`src/rtl/nn_polar_sng_if.sv`:
```
// nn_polar_sng_if: control, value and stream lines between a polar SNG and its user.
// Latency: none, wiring only.
// Backpressure: EN stalls the stream; LOAD is only honoured while BUSY is low.
// Optional: NN_SNG_POPCOUNT_EN adds the ONES_CNT line.
interface nn_polar_sng_if #(
    parameter int N     = 8,
    parameter int N_LEN = 8
);
    logic             EN;
    logic             LOAD;
    logic [N-1:0]     VAL_IN;
    logic             SIGN_IN;
    logic [N_LEN-1:0] LEN;
    logic             SS_OUT;
    logic             SIGN_OUT;
    logic             STREAM_VALID;
    logic             BUSY;
    logic             DONE;
`ifdef NN_SNG_POPCOUNT_EN
    logic [N_LEN:0]   ONES_CNT;

    modport master (
        output EN, LOAD, VAL_IN, SIGN_IN, LEN,
        input  SS_OUT, SIGN_OUT, STREAM_VALID, BUSY, DONE, ONES_CNT
    );

    modport slave (
        input  EN, LOAD, VAL_IN, SIGN_IN, LEN,
        output SS_OUT, SIGN_OUT, STREAM_VALID, BUSY, DONE, ONES_CNT
    );
`else
    modport master (
        output EN, LOAD, VAL_IN, SIGN_IN, LEN,
        input  SS_OUT, SIGN_OUT, STREAM_VALID, BUSY, DONE
    );

    modport slave (
        input  EN, LOAD, VAL_IN, SIGN_IN, LEN,
        output SS_OUT, SIGN_OUT, STREAM_VALID, BUSY, DONE
    );
`endif
endinterface

```
`src/rtl/nn_polar_sng.sv`:
```
// nn_polar_sng: sign-magnitude stochastic number generator (LFSR-compare unipolar stream plus constant sign line).
// Latency: LOAD accepted on edge k; first stream bit registered on the first RUN edge with EN=1 (k+1 earliest).
// Backpressure: EN=0 stalls the stream (no bit, LFSR/counter hold, stream stretched); LOAD ignored while BUSY.
// Optional: define NN_SNG_POPCOUNT_EN to add the ONES_CNT output.
module nn_polar_sng #(
    parameter int          N         = 8,
    parameter int          N_LEN     = 8,
    parameter int unsigned LFSR_SEED = 32'hB4
) (
    input  logic          CLK,
    input  logic          INIT_N,
    nn_polar_sng_if.slave bus
);
    // Seed is truncated or zero-extended to the LFSR width.
    localparam logic [N-1:0] SEED_N = N'(LFSR_SEED);

    // Fibonacci feedback taps (1-based {8,6,5,4}, {9,5}, {10,7}) as a bit mask.
    localparam logic [N-1:0] TAP_MASK = (N == 8) ? N'(8'b1011_1000) :
                                        (N == 9) ? N'(9'b1_0001_0000) :
                                                   N'(10'b10_0100_0000);

    localparam logic [N_LEN:0] CNT_ONE  = {{N_LEN{1'b0}}, 1'b1};
    localparam logic [N_LEN:0] CNT_FULL = {1'b1, {N_LEN{1'b0}}};

    if (N != 8 && N != 9 && N != 10) begin : g_bad_n
        $error("nn_polar_sng: N must be 8, 9 or 10");
    end
    if (SEED_N == '0) begin : g_bad_seed
        $error("nn_polar_sng: LFSR_SEED must be non-zero in the low N bits");
    end

    typedef enum logic {
        S_IDLE = 1'b0,
        S_RUN  = 1'b1
    } state_t;

    state_t         state;
    state_t         state_nxt;

    logic [N-1:0]   lfsr;
    logic [N-1:0]   lfsr_nxt;
    logic [N_LEN:0] cnt;
    logic [N_LEN:0] len_ext;
    logic [N-1:0]   val_q;
    logic           sign_q;
    logic           ss_q;
    logic           sv_q;
    logic           done_q;

    logic           load_acc;
    logic           step;
    logic           last;
    logic           ss_d;

    // LENGTH 0 stands for the full 2^N_LEN stream.
    assign len_ext  = (bus.LEN == '0) ? CNT_FULL : {1'b0, bus.LEN};
    assign lfsr_nxt = {lfsr[N-2:0], ^(lfsr & TAP_MASK)};

    // State register: only the IDLE/RUN flag lives here.
    always_ff @(posedge CLK or negedge INIT_N) begin
        if (!INIT_N) begin
            state <= S_IDLE;
        end else begin
            state <= state_nxt;
        end
    end

    // Next state: LOAD starts a stream from IDLE, the final enabled bit ends it.
    always_comb begin
        state_nxt = state;
        case (state)
            S_IDLE:  if (load_acc) state_nxt = S_RUN;
            S_RUN:   if (last)     state_nxt = S_IDLE;
            default: state_nxt = S_IDLE;
        endcase
    end

    // Output decode: a stream bit is produced only on enabled RUN cycles.
    always_comb begin
        load_acc = (state == S_IDLE) && bus.LOAD;
        step     = (state == S_RUN) && bus.EN;
        last     = step && (cnt == CNT_ONE);
        ss_d     = step && (lfsr <= val_q);
    end

    // Datapath: latch the request, advance LFSR/counter per bit, register the stream outputs.
    always_ff @(posedge CLK or negedge INIT_N) begin
        if (!INIT_N) begin
            lfsr   <= SEED_N;
            cnt    <= '0;
            val_q  <= '0;
            sign_q <= 1'b0;
            ss_q   <= 1'b0;
            sv_q   <= 1'b0;
            done_q <= 1'b0;
        end else begin
            ss_q   <= ss_d;
            sv_q   <= step;
            done_q <= last;
            if (load_acc) begin
                val_q  <= bus.VAL_IN;
                sign_q <= bus.SIGN_IN;
                cnt    <= len_ext;
            end else if (step) begin
                // The LFSR is never reseeded on LOAD so back-to-back streams stay decorrelated.
                lfsr <= lfsr_nxt;
                cnt  <= cnt - CNT_ONE;
            end
        end
    end

`ifdef NN_SNG_POPCOUNT_EN
    logic [N_LEN:0] ones_q;

    // Ones counter counts the bit being produced so the DONE cycle already shows the final total.
    always_ff @(posedge CLK or negedge INIT_N) begin
        if (!INIT_N) begin
            ones_q <= '0;
        end else if (load_acc) begin
            ones_q <= '0;
        end else if (ss_d) begin
            ones_q <= ones_q + CNT_ONE;
        end
    end

    assign bus.ONES_CNT = ones_q;
`endif

    assign bus.SS_OUT       = ss_q;
    assign bus.SIGN_OUT     = sign_q;
    assign bus.STREAM_VALID = sv_q;
    assign bus.BUSY         = (state == S_RUN);
    assign bus.DONE         = done_q;

endmodule

```
`src/flat_wrapper.sv`:
```
// flat-port wrapper written by rule: the top's interface ports become plain ports
module nn_polar_sng_flat 
#(
    parameter int          N         = 8,
    parameter int          N_LEN     = 8,
    parameter int unsigned LFSR_SEED = 32'hB4
)
  (CLK, INIT_N, bus_EN, bus_LOAD, bus_VAL_IN, bus_SIGN_IN, bus_LEN, bus_SS_OUT, bus_SIGN_OUT, bus_STREAM_VALID, bus_BUSY, bus_DONE);
  nn_polar_sng_if #(.N(N), .N_LEN(N_LEN)) bus_i ();
  input  logic CLK;
  input  logic INIT_N;
  input wire logic [$bits(bus_i.EN)-1:0] bus_EN;
  input wire logic [$bits(bus_i.LOAD)-1:0] bus_LOAD;
  input wire logic [$bits(bus_i.VAL_IN)-1:0] bus_VAL_IN;
  input wire logic [$bits(bus_i.SIGN_IN)-1:0] bus_SIGN_IN;
  input wire logic [$bits(bus_i.LEN)-1:0] bus_LEN;
  output wire logic [$bits(bus_i.SS_OUT)-1:0] bus_SS_OUT;
  output wire logic [$bits(bus_i.SIGN_OUT)-1:0] bus_SIGN_OUT;
  output wire logic [$bits(bus_i.STREAM_VALID)-1:0] bus_STREAM_VALID;
  output wire logic [$bits(bus_i.BUSY)-1:0] bus_BUSY;
  output wire logic [$bits(bus_i.DONE)-1:0] bus_DONE;
  assign bus_i.EN = bus_EN;
  assign bus_i.LOAD = bus_LOAD;
  assign bus_i.VAL_IN = bus_VAL_IN;
  assign bus_i.SIGN_IN = bus_SIGN_IN;
  assign bus_i.LEN = bus_LEN;
  assign bus_SS_OUT = bus_i.SS_OUT;
  assign bus_SIGN_OUT = bus_i.SIGN_OUT;
  assign bus_STREAM_VALID = bus_i.STREAM_VALID;
  assign bus_BUSY = bus_i.BUSY;
  assign bus_DONE = bus_i.DONE;
  nn_polar_sng #(.N(N), .N_LEN(N_LEN), .LFSR_SEED(LFSR_SEED)) u_core (.CLK(CLK), .INIT_N(INIT_N), .bus(bus_i));
endmodule
```
`config.mk`:
```
export PLATFORM = sky130hd
export DESIGN_NAME = nn_polar_sng_flat
export DESIGN_NICKNAME = d
export VERILOG_FILES = /design/src/rtl/nn_polar_sng_if.sv /design/src/rtl/nn_polar_sng.sv /design/src/flat_wrapper.sv
export SDC_FILE = /design/constraint.sdc
export NUM_CORES = 1
export LEC_CHECK = 0
export CORE_MARGIN = 1.5
export CORE_UTILIZATION = 35
export CTS_CLUSTER_SIZE = 10
export DETAILED_ROUTE_END_ITERATION = 8
export PLACE_DENSITY = 0.56
export SETUP_SLACK_MARGIN = 0.5
export SYNTH_ARGS = -nofsm -noshare
export SYNTH_HDL_FRONTEND = slang
export SYNTH_SLANG_ARGS = --single-unit
```
`constraint.sdc`:
```
create_clock -name CLK -period 1.8 [get_ports CLK]
set_clock_uncertainty 0.05 [all_clocks]
set_input_delay 0.36 -clock CLK [delete_from_list [all_inputs] [get_ports CLK]]
set_output_delay 0.36 -clock CLK [all_outputs]
set_load 0.05 [all_outputs]
```
Word level (Yosys, flattened, before mapping)
Index checks and enable logic that the tools add are counted.
{"block": "op_classes", "add_sub_neg": 1, "order_cmp": 1, "eq_ne": 1, "n_mux": 6, "bitwise_logic": 2, "n_reduce_logical": 8}
{"cell": "9-bit two-way mux", "count": 3}
{"cell": "9-bit by 1-bit == test with 1-bit output, second input constant", "count": 1}
{"cell": "9-bit by 1-bit subtractor with 9-bit output, second input constant", "count": 1}
{"cell": "8-bit <= comparator", "count": 1}
{"cell": "8-bit logical NOT", "count": 1}
{"cell": "8-bit parity", "count": 1}
{"cell": "1-bit logical AND", "count": 4}
{"cell": "1-bit two-way mux", "count": 2}
{"cell": "1-bit NOT", "count": 2}
{"cell": "1-bit one-hot mux with 2 select lines", "count": 1}
{"cell": "2-bit AND reduction", "count": 1}
{"cell": "2-bit nonzero test", "count": 1}
{"block": "totals", "register_bits": 30, "inputBits": 21, "word_cells": 27}

Logic depth before layout (Yosys ltp)
Gate-level depths: netlist of the first run.
{"block": "depth", "ltp_word": 4, "depth_mapped": 6, "depth_no_buf": 6}

Worst setup path before layout of the first run
OpenSTA, ideal clock, no wires.
{"block": "synth_path", "kind": "register to register", "from": "register u_core.state (netlist: u_core.bus.BUSY)", "to": "register u_core.cnt[3]", "arrival_ps": 1504, "slack_ps": 119, "path_stages_with_launch": 5, "path_buffers": 0, "synth_period_minus_slack_ps": 1681, "path_cell_list": "dfrtp_1 nand2_1 nand2_1 o21ai_0 a221o_2"}
{"block": "synth_between", "elab_chain_cells": 3}
{"element": "from (decl)", "line_no": "nn_polar_sng.sv:37", "text": "state_t state;"}
{"element": "from (signal assigned)", "line_no": "nn_polar_sng.sv:64", "text": "state <= state_nxt;"}
{"element": "1-bit NOT", "line_no": "nn_polar_sng.sv:80", "text": "load_acc = (state == S_IDLE) && bus.LOAD;"}
{"element": "1-bit logical AND", "line_no": "nn_polar_sng.sv:80"}
{"element": "9-bit two-way mux / 2-bit nonzero test (equally long branches)"}
{"element": "to (signal assigned)", "line_no": "nn_polar_sng.sv:103", "text": "cnt <= len_ext;"}
{"element": "to (signal assigned)", "line_no": "nn_polar_sng.sv:107", "text": "cnt <= cnt - CNT_ONE;"}
{"element": "to (decl)", "line_no": "nn_polar_sng.sv:42", "text": "logic [N_LEN:0] cnt;"}
Parallel ways exist; a longest one is shown, timed or not.
A chain may end at the register's enable or synchronous reset.

Final worst setup path of the first run
{"block": "layout_path", "from": "register u_core.cnt[4]", "to": "register u_core.state (netlist: u_core.bus.BUSY)"}
{"block": "layout_between", "elab_chain_cells": 4}
{"element": "9-bit by 1-bit == test with 1-bit output", "line_no": "nn_polar_sng.sv:82", "text": "last = step && (cnt == CNT_ONE);"}
{"element": "1-bit logical AND", "line_no": "nn_polar_sng.sv:82"}
{"element": "named net u_core.last", "line_no": "nn_polar_sng.sv:52", "text": "logic last;"}
{"element": "1-bit two-way mux", "line_no": "nn_polar_sng.sv:73", "text": "S_RUN: if (last) state_nxt = S_IDLE;"}
{"element": "1-bit one-hot mux with 2 select lines", "line_no": "nn_polar_sng.sv:71", "text": "case (state)"}
{"element": "named net u_core.state_nxt", "line_no": "nn_polar_sng.sv:38", "text": "state_t state_nxt;"}
The timed path passes the listed nets, and every way through them passes these cells.

==> results of run 1 <==
==> metal layers <==
layer / share of wire, % / GRT usage [%] / routed length (um)
met1: 45 / 20.2 / 1580
met3: 5.1 / 5.43 / 179
met4: 2.0 / 7.25 / 72
met2: 48 / 26.3 / 1680
met5: 0 / 0 / 0
==> how the worst min path moves through the flow <==
stage	endpoint	slack [ps]
final	u_core.cnt[5]$_DFFE_PN0P_	330
after global routing	u_core.cnt[5]$_DFFE_PN0P_	350
after CTS	u_core.cnt[5]$_DFFE_PN0P_	330
after detailed placement	u_core.bus.SIGN_OUT$_DFFE_PN0P_	420
after global placement	u_core.bus.SIGN_OUT$_DFFE_PN0P_	420
after floorplan	u_core.bus.BUSY$_DFF_PN0_	10
==> per-stage QoR <==
stage | instances | setup slack, ps | power, uW
finish | 244 | 262 | 2700
global route | 244 | 230 | 2900
CTS | 239 | 268 | 2570
detailed placement | 225 | 25.4 | 1840
global placement | 225 | 66.3 | 1810
floorplan | 146 | 305 | 1550
==> power by group through the flow <==
stage | registers, uW | logic (uW) | clock network (uW)
after CTS | 1030 | 896 | 648
after detailed placement | 1040 | 799 | 0
after floorplan | 1080 | 468 | 0
after global routing | 1060 | 1150 | 683
after global placement | 1040 | 777 | 0
final | 1040 | 1030 | 629
==> cells by family after synthesis <==
group	share of synthesized area (%)
adder cells (fa/ha/maj)	8.40
multiplexers	4.54
AND/OR/NAND/NOR	17.6
flip-flops	50.8
buffers and inverters	4.12
XOR/XNOR	1.77
AO/OA/AOI/OAI	12.8
==> state kept, by name (all words and copies together) (netlist names) <==
name,count
u_core.cnt,9
u_core.bus.SIGN_OUT,1
u_core.bus.STREAM_VALID,1
u_core.bus.BUSY,1
u_core.lfsr,8
u_core.val_q,8
u_core.bus.DONE,1
u_core.bus.SS_OUT,1
==> worst reg2reg max path: cells and delay by family (launching register included) <==
kind | cells | cell delay (ps)
and+or+nand+nor | 4 | 1000
DFF | 1 | 380
==> placed cells by master (no fill, tap or decap), types with 3 or more instances in the layout <==
cell,n
o21ai_0,10
xnor2_1,3
o21ai_1,3
nand3_1,3
o311ai_1,3
buf_6,3
clkdlybuf4s50_1,18
inv_1,9
nor2_1,5
o211ai_1,3
ha_4,3
mux2_2,6
nand2_1,22
buf_4,21
ha_1,7
dfrtp_1,25
clkbuf_8,8
dfstp_2,4
==> cell type report <==
| cell class | instances | area share, % |
|---|---|---|
| clock buffer | 8 | 5.11 |
| inverter | 11 | 1.92 |
| multi-input combinational | 100 | 35.7 |
| sequential | 30 | 35.2 |
| tap | 50 | 2.91 |
| timing repair buffer | 45 | 19.2 |
==> timing repair <==
item | 4_1_cts | 5_1_grt
buffers inserted | 6 | 5
pin swaps | 7 | 12
gates resized for setup | 8 | 17
setup endpoints to repair | 28 | 21
==> results.toml, run 1 <==
[routing]
drtPass1Iterations = 4
finalWirelength_mm = 3.52
viasPerCell = 5.15
drc = 0
routedWlPerCell_um = 14.4
drtIter0Drc = 94
postRouteAntennaNets = 0
vias = 1256

[finish]
finalInstanceArea_sq_um = 2150
fillers = 358
drive_above_1_share_pct = 34.0
n_antenna_cell = 0
seq_area_sq_um = 757
multi_input_area_sq_um = 769
final_util_pct = 53.1
nNetsFinal = 224
synthToLayoutAreaGrowth_pct = 44.6

[placed_design]
place_hpwl_mm = 2.49
port_buffers = 25
place_area_sq_um = 1870
gp_congestion = 0.853

[worst_setup_path]
regToRegSetupSlack_ps = 260
worstPathCellList = "or4_4, nor2_4, and4b_4, nor2_2"
cp.required_ps = 1920
cp_num_buf_inv = 0
slowest_delay_ps = 590
rr_startpoint = "u_core.cnt[4]$_DFFE_PN0P_"
crit_arrival_ps = 1660
crit_slowest_cell = "or4_4"
r2r_end = "u_core.bus.BUSY$_DFF_PN0_"
cp.depth = 4
critPathMaxFanout = 5
crit_path_start_kind = "register"
path_class = "register to register"
critical_path.endpoint = "u_core.bus.BUSY$_DFF_PN0_"
crit_family = "simple AND/OR/NAND/NOR gates"
critPathLaunch = "u_core.cnt[4]$_DFFE_PN0P_"
end_kind = "register"
reg2regPathDepth = 4

[synth]
synth_nets = 177
synth_commonest_cells = "dfrtp_1, nand2_1, o21ai_0"
synth_area_leaders = "dfrtp_1, ha_1, dfstp_2"
ys_seq_elements = 30
synthFlopType = "dfrtp_1"
synth_largest_area_cell = "dfrtp_1"
yosys_warnings = 0
synth.avg_cell_area_sq_um = 10.2
postSynthCellCount = 146
async_flop_share_pct = 100
syn_area_sq_um = 1490
yosysSeqAreaShare_pct = 50.8
synth_top_area_share_pct = 43.7
synth.most_common_cell = "dfrtp_1"
synth_edf_count = 0
synthDistinctLibCells = 33

[pwr]
max-vdd-ir-drop_uv = 920
pwr-share-seq_pct = 38.4
p_per_area_nw_per_um2 = 1260
power.internal_uw = 1760
p_leak_uw = 0.000961
comb_power_share_pct = 38.3
clockPowerShare_pct = 23.3
swShare_pct = 34.8
p_sw_uw = 941

[clock_network]
cts_htree_levels = 2
clockBufferDepth = 2
hold_buffers = 0
cts_sinks = 30
ctsRootBufferMaster = "clkbuf_8"
clkTransAtPathRegs_ps = 70
cts_tree = "built"
clkLatencyLatePin_ps = 280
cts_buffers = 5

[worst_hold_path]
hold_path.class = "input pin to async pin"

[die]
initial_utilization_pct = 36.7
rows = 23
num_io_pins = 26
dieArea_sq_um = 4650
die_h_um = 68.2
fp.dieW_um = 68.2
coreArea_sq_um = 4060

[global_route]
grt_pass1_wl_mm = 5.68
grt_usage_pct = 16.5
grt_overflow_total = 0
grt_max_degree = 17
antenna_found_initial = 0
grt_pass1_vias = 1261

[timing]
fmax_mhz = 650
hold_viol_final = 0
min_period_ps = 1540
period_share_pct = 85.4
fin_setup_tns_ps = 0
grt_setup_unrepaired = "yes"
slew_violations = 0
setup_viol = 0
worst_slew_margin_rel_pct = 73.2
hold_ws_ps = 331
worstMarginPinSlew_ps = 401

[run]
max_cap_violations = 0

[run_status]
run_status = "complete, no violations"
Note: power is estimated with default switching activity, not from simulation.
==> run 2: changes to the inputs <==
- CTS_BUF_LIST: unset -> sky130_fd_sc_hd__clkbuf_4 sky130_fd_sc_hd__clkbuf_8
==> results of run 2 <==
The final DEF is identical to that of run 1; final timing and power are the same.
==> run 3: changes to the inputs <==
- CORE_ASPECT_RATIO: unset -> 1.25
- CTS_CLUSTER_DIAMETER: unset -> 200
==> results.toml, run 3 (synthesized netlist as in run 1, its figures left out) <==
[run_status]
run_status = "complete, no violations"

[timing]
grt_setup_unrepaired = "yes"
min_period_ps = 1530
fmax_mhz = 654
period_share_pct = 85.0
setup_viol = 0
worstMarginPinSlew_ps = 378
fin_setup_tns_ps = 0
hold_viol_final = 0
worst_slew_margin_rel_pct = 74.8
slew_violations = 0

[finish]
n_antenna_cell = 0
reg_top3 = "u_core.cnt x9, u_core.lfsr x8, u_core.val_q x8"
largest_reg_flops = 9
top_register = "u_core.cnt"
layout_common_cells = "dfrtp_1, buf_4, nand2_1, clkdlybuf4s50_1, o21ai_0"
drive_above_1_share_pct = 32.3
fillers = 413
synthToLayoutAreaGrowth_pct = 40.8
layout_commonest_cell = "dfrtp_1"
nNetsFinal = 225
multi_input_area_sq_um = 739
fin_cells = 251
seq_area_sq_um = 757

[pwr]
p_per_area_nw_per_um2 = 1260
max-vdd-ir-drop_uv = 583
p_leak_uw = 0.000937

[worst_setup_path]
critPathMaxFanout = 5
cp.required_ps = 1920
end_kind = "register"
crit_path_start_kind = "register"
crit_arrival_ps = 1650
regToRegSetupSlack_ps = 270
path_class = "register to register"

[die]
num_io_pins = 26
fp.dieW_um = 61.3
rows = 26
die_h_um = 75.9
dieArea_sq_um = 4660
coreArea_sq_um = 4100
initial_utilization_pct = 36.3

[routing]
vias = 1268
drtPass1Iterations = 4
postRouteAntennaNets = 0
drtIter0Drc = 34
drc = 0
viasPerCell = 5.05
finalWirelength_mm = 3.41
routedWlPerCell_um = 13.6

[clock_network]
cts_tree = "built"
clkTransAtPathRegs_ps = 60
cts_htree_levels = 2
clockBufferDepth = 2
ctsRootBufferMaster = "clkbuf_8"
hold_buffers = 0
clkLatencyLatePin_ps = 280
cts_sinks = 30
cts_buffers = 5

[run]
max_cap_violations = 0

[global_route]
grt_pass1_wl_mm = 5.80
grt_overflow_total = 0
antenna_found_initial = 0
grt_max_degree = 31
grt_pass1_vias = 1374
grt_usage_pct = 16.6

[worst_hold_path]
hold_path.class = "input pin to async pin"

[placed_design]
dp.cells = 229
gp_congestion = 0.966
port_buffers = 25
place_hpwl_mm = 2.43
[run 3: metrics by stage]
step	hold WS, ps	total power [uW]	setup WS, ps	cell area (sq um)	utilization, %
2_1_floorplan	14.4	1550	305	1520	-
6_report	415	2640	270	2100	51.2
3_5_place_dp	433	1840	38.0	1850	45.0
5_1_grt	478	2830	226	2100	51.2
3_3_place_gp	412	1810	65.1	1850	45.0
4_1_cts	426	2560	263	2030	49.6
[run 3: cell type report]
| cell class | instances | share of cell area (%) |
|---|---|---|
| clock buffers | 7 | 4.30 |
| repair buffers | 46 | 18.8 |
| clock inverters | 1 | 0.239 |
| well taps | 56 | 3.34 |
| flip-flops and latches | 30 | 36.1 |
| inverters | 11 | 1.97 |
| multi-input cells | 100 | 35.3 |
[run 3: metal layers]
metal | vias up | part of all wire, % | GRT usage [%]
li1 | 613 | - | -
met1 | 617 | 38 | 16.7
met2 | 30 | 55 | 29.6
met3 | 8 | 4.3 | 4.78
met4 | 0 | 2.3 | 8.09
met5 | - | 0 | 0
[run 3: worst paths after layout]
check,start,endpoint,depth (start not counted)
min in group CLK,u_core.lfsr[0]$_DFFE_PN0P_,u_core.lfsr[0]$_DFFE_PN0P_,2
worst min-delay path,INIT_N,u_core.val_q[3]$_DFFE_PN0P_,2
worst min register to register,u_core.lfsr[0]$_DFFE_PN0P_,u_core.lfsr[0]$_DFFE_PN0P_,2
worst max register to register,u_core.cnt[3]$_DFFE_PN0P_,u_core.bus.BUSY$_DFF_PN0_,4
max in group asynchronous,INIT_N,u_core.lfsr[5]$_DFFE_PN1P_,2
worst max-delay path,u_core.cnt[3]$_DFFE_PN0P_,u_core.bus.BUSY$_DFF_PN0_,4
[run 3: what timing repair did]
item,4_1_cts,5_1_grt
pin swaps,13,5
setup endpoints to repair,28,14
setup buffers,8,5
cloned,1,0
resized for setup,12,5
[run 3: worst max-delay path, stage by stage, from the launching register on]
cell and delay, ps:
dfrtp_1 380, or4_4 590, nor2_4 120, and4b_4 240, nor2_2 40
[run 3: power breakdown]
part / total [uW] / internal (uW) / switching, uW / leakage, uW
clock: 568 / 323 / 245 / 0.0000517
combinational: 1040 / 507 / 531 / 0.000523
sequential: 1030 / 885 / 145 / 0.000363
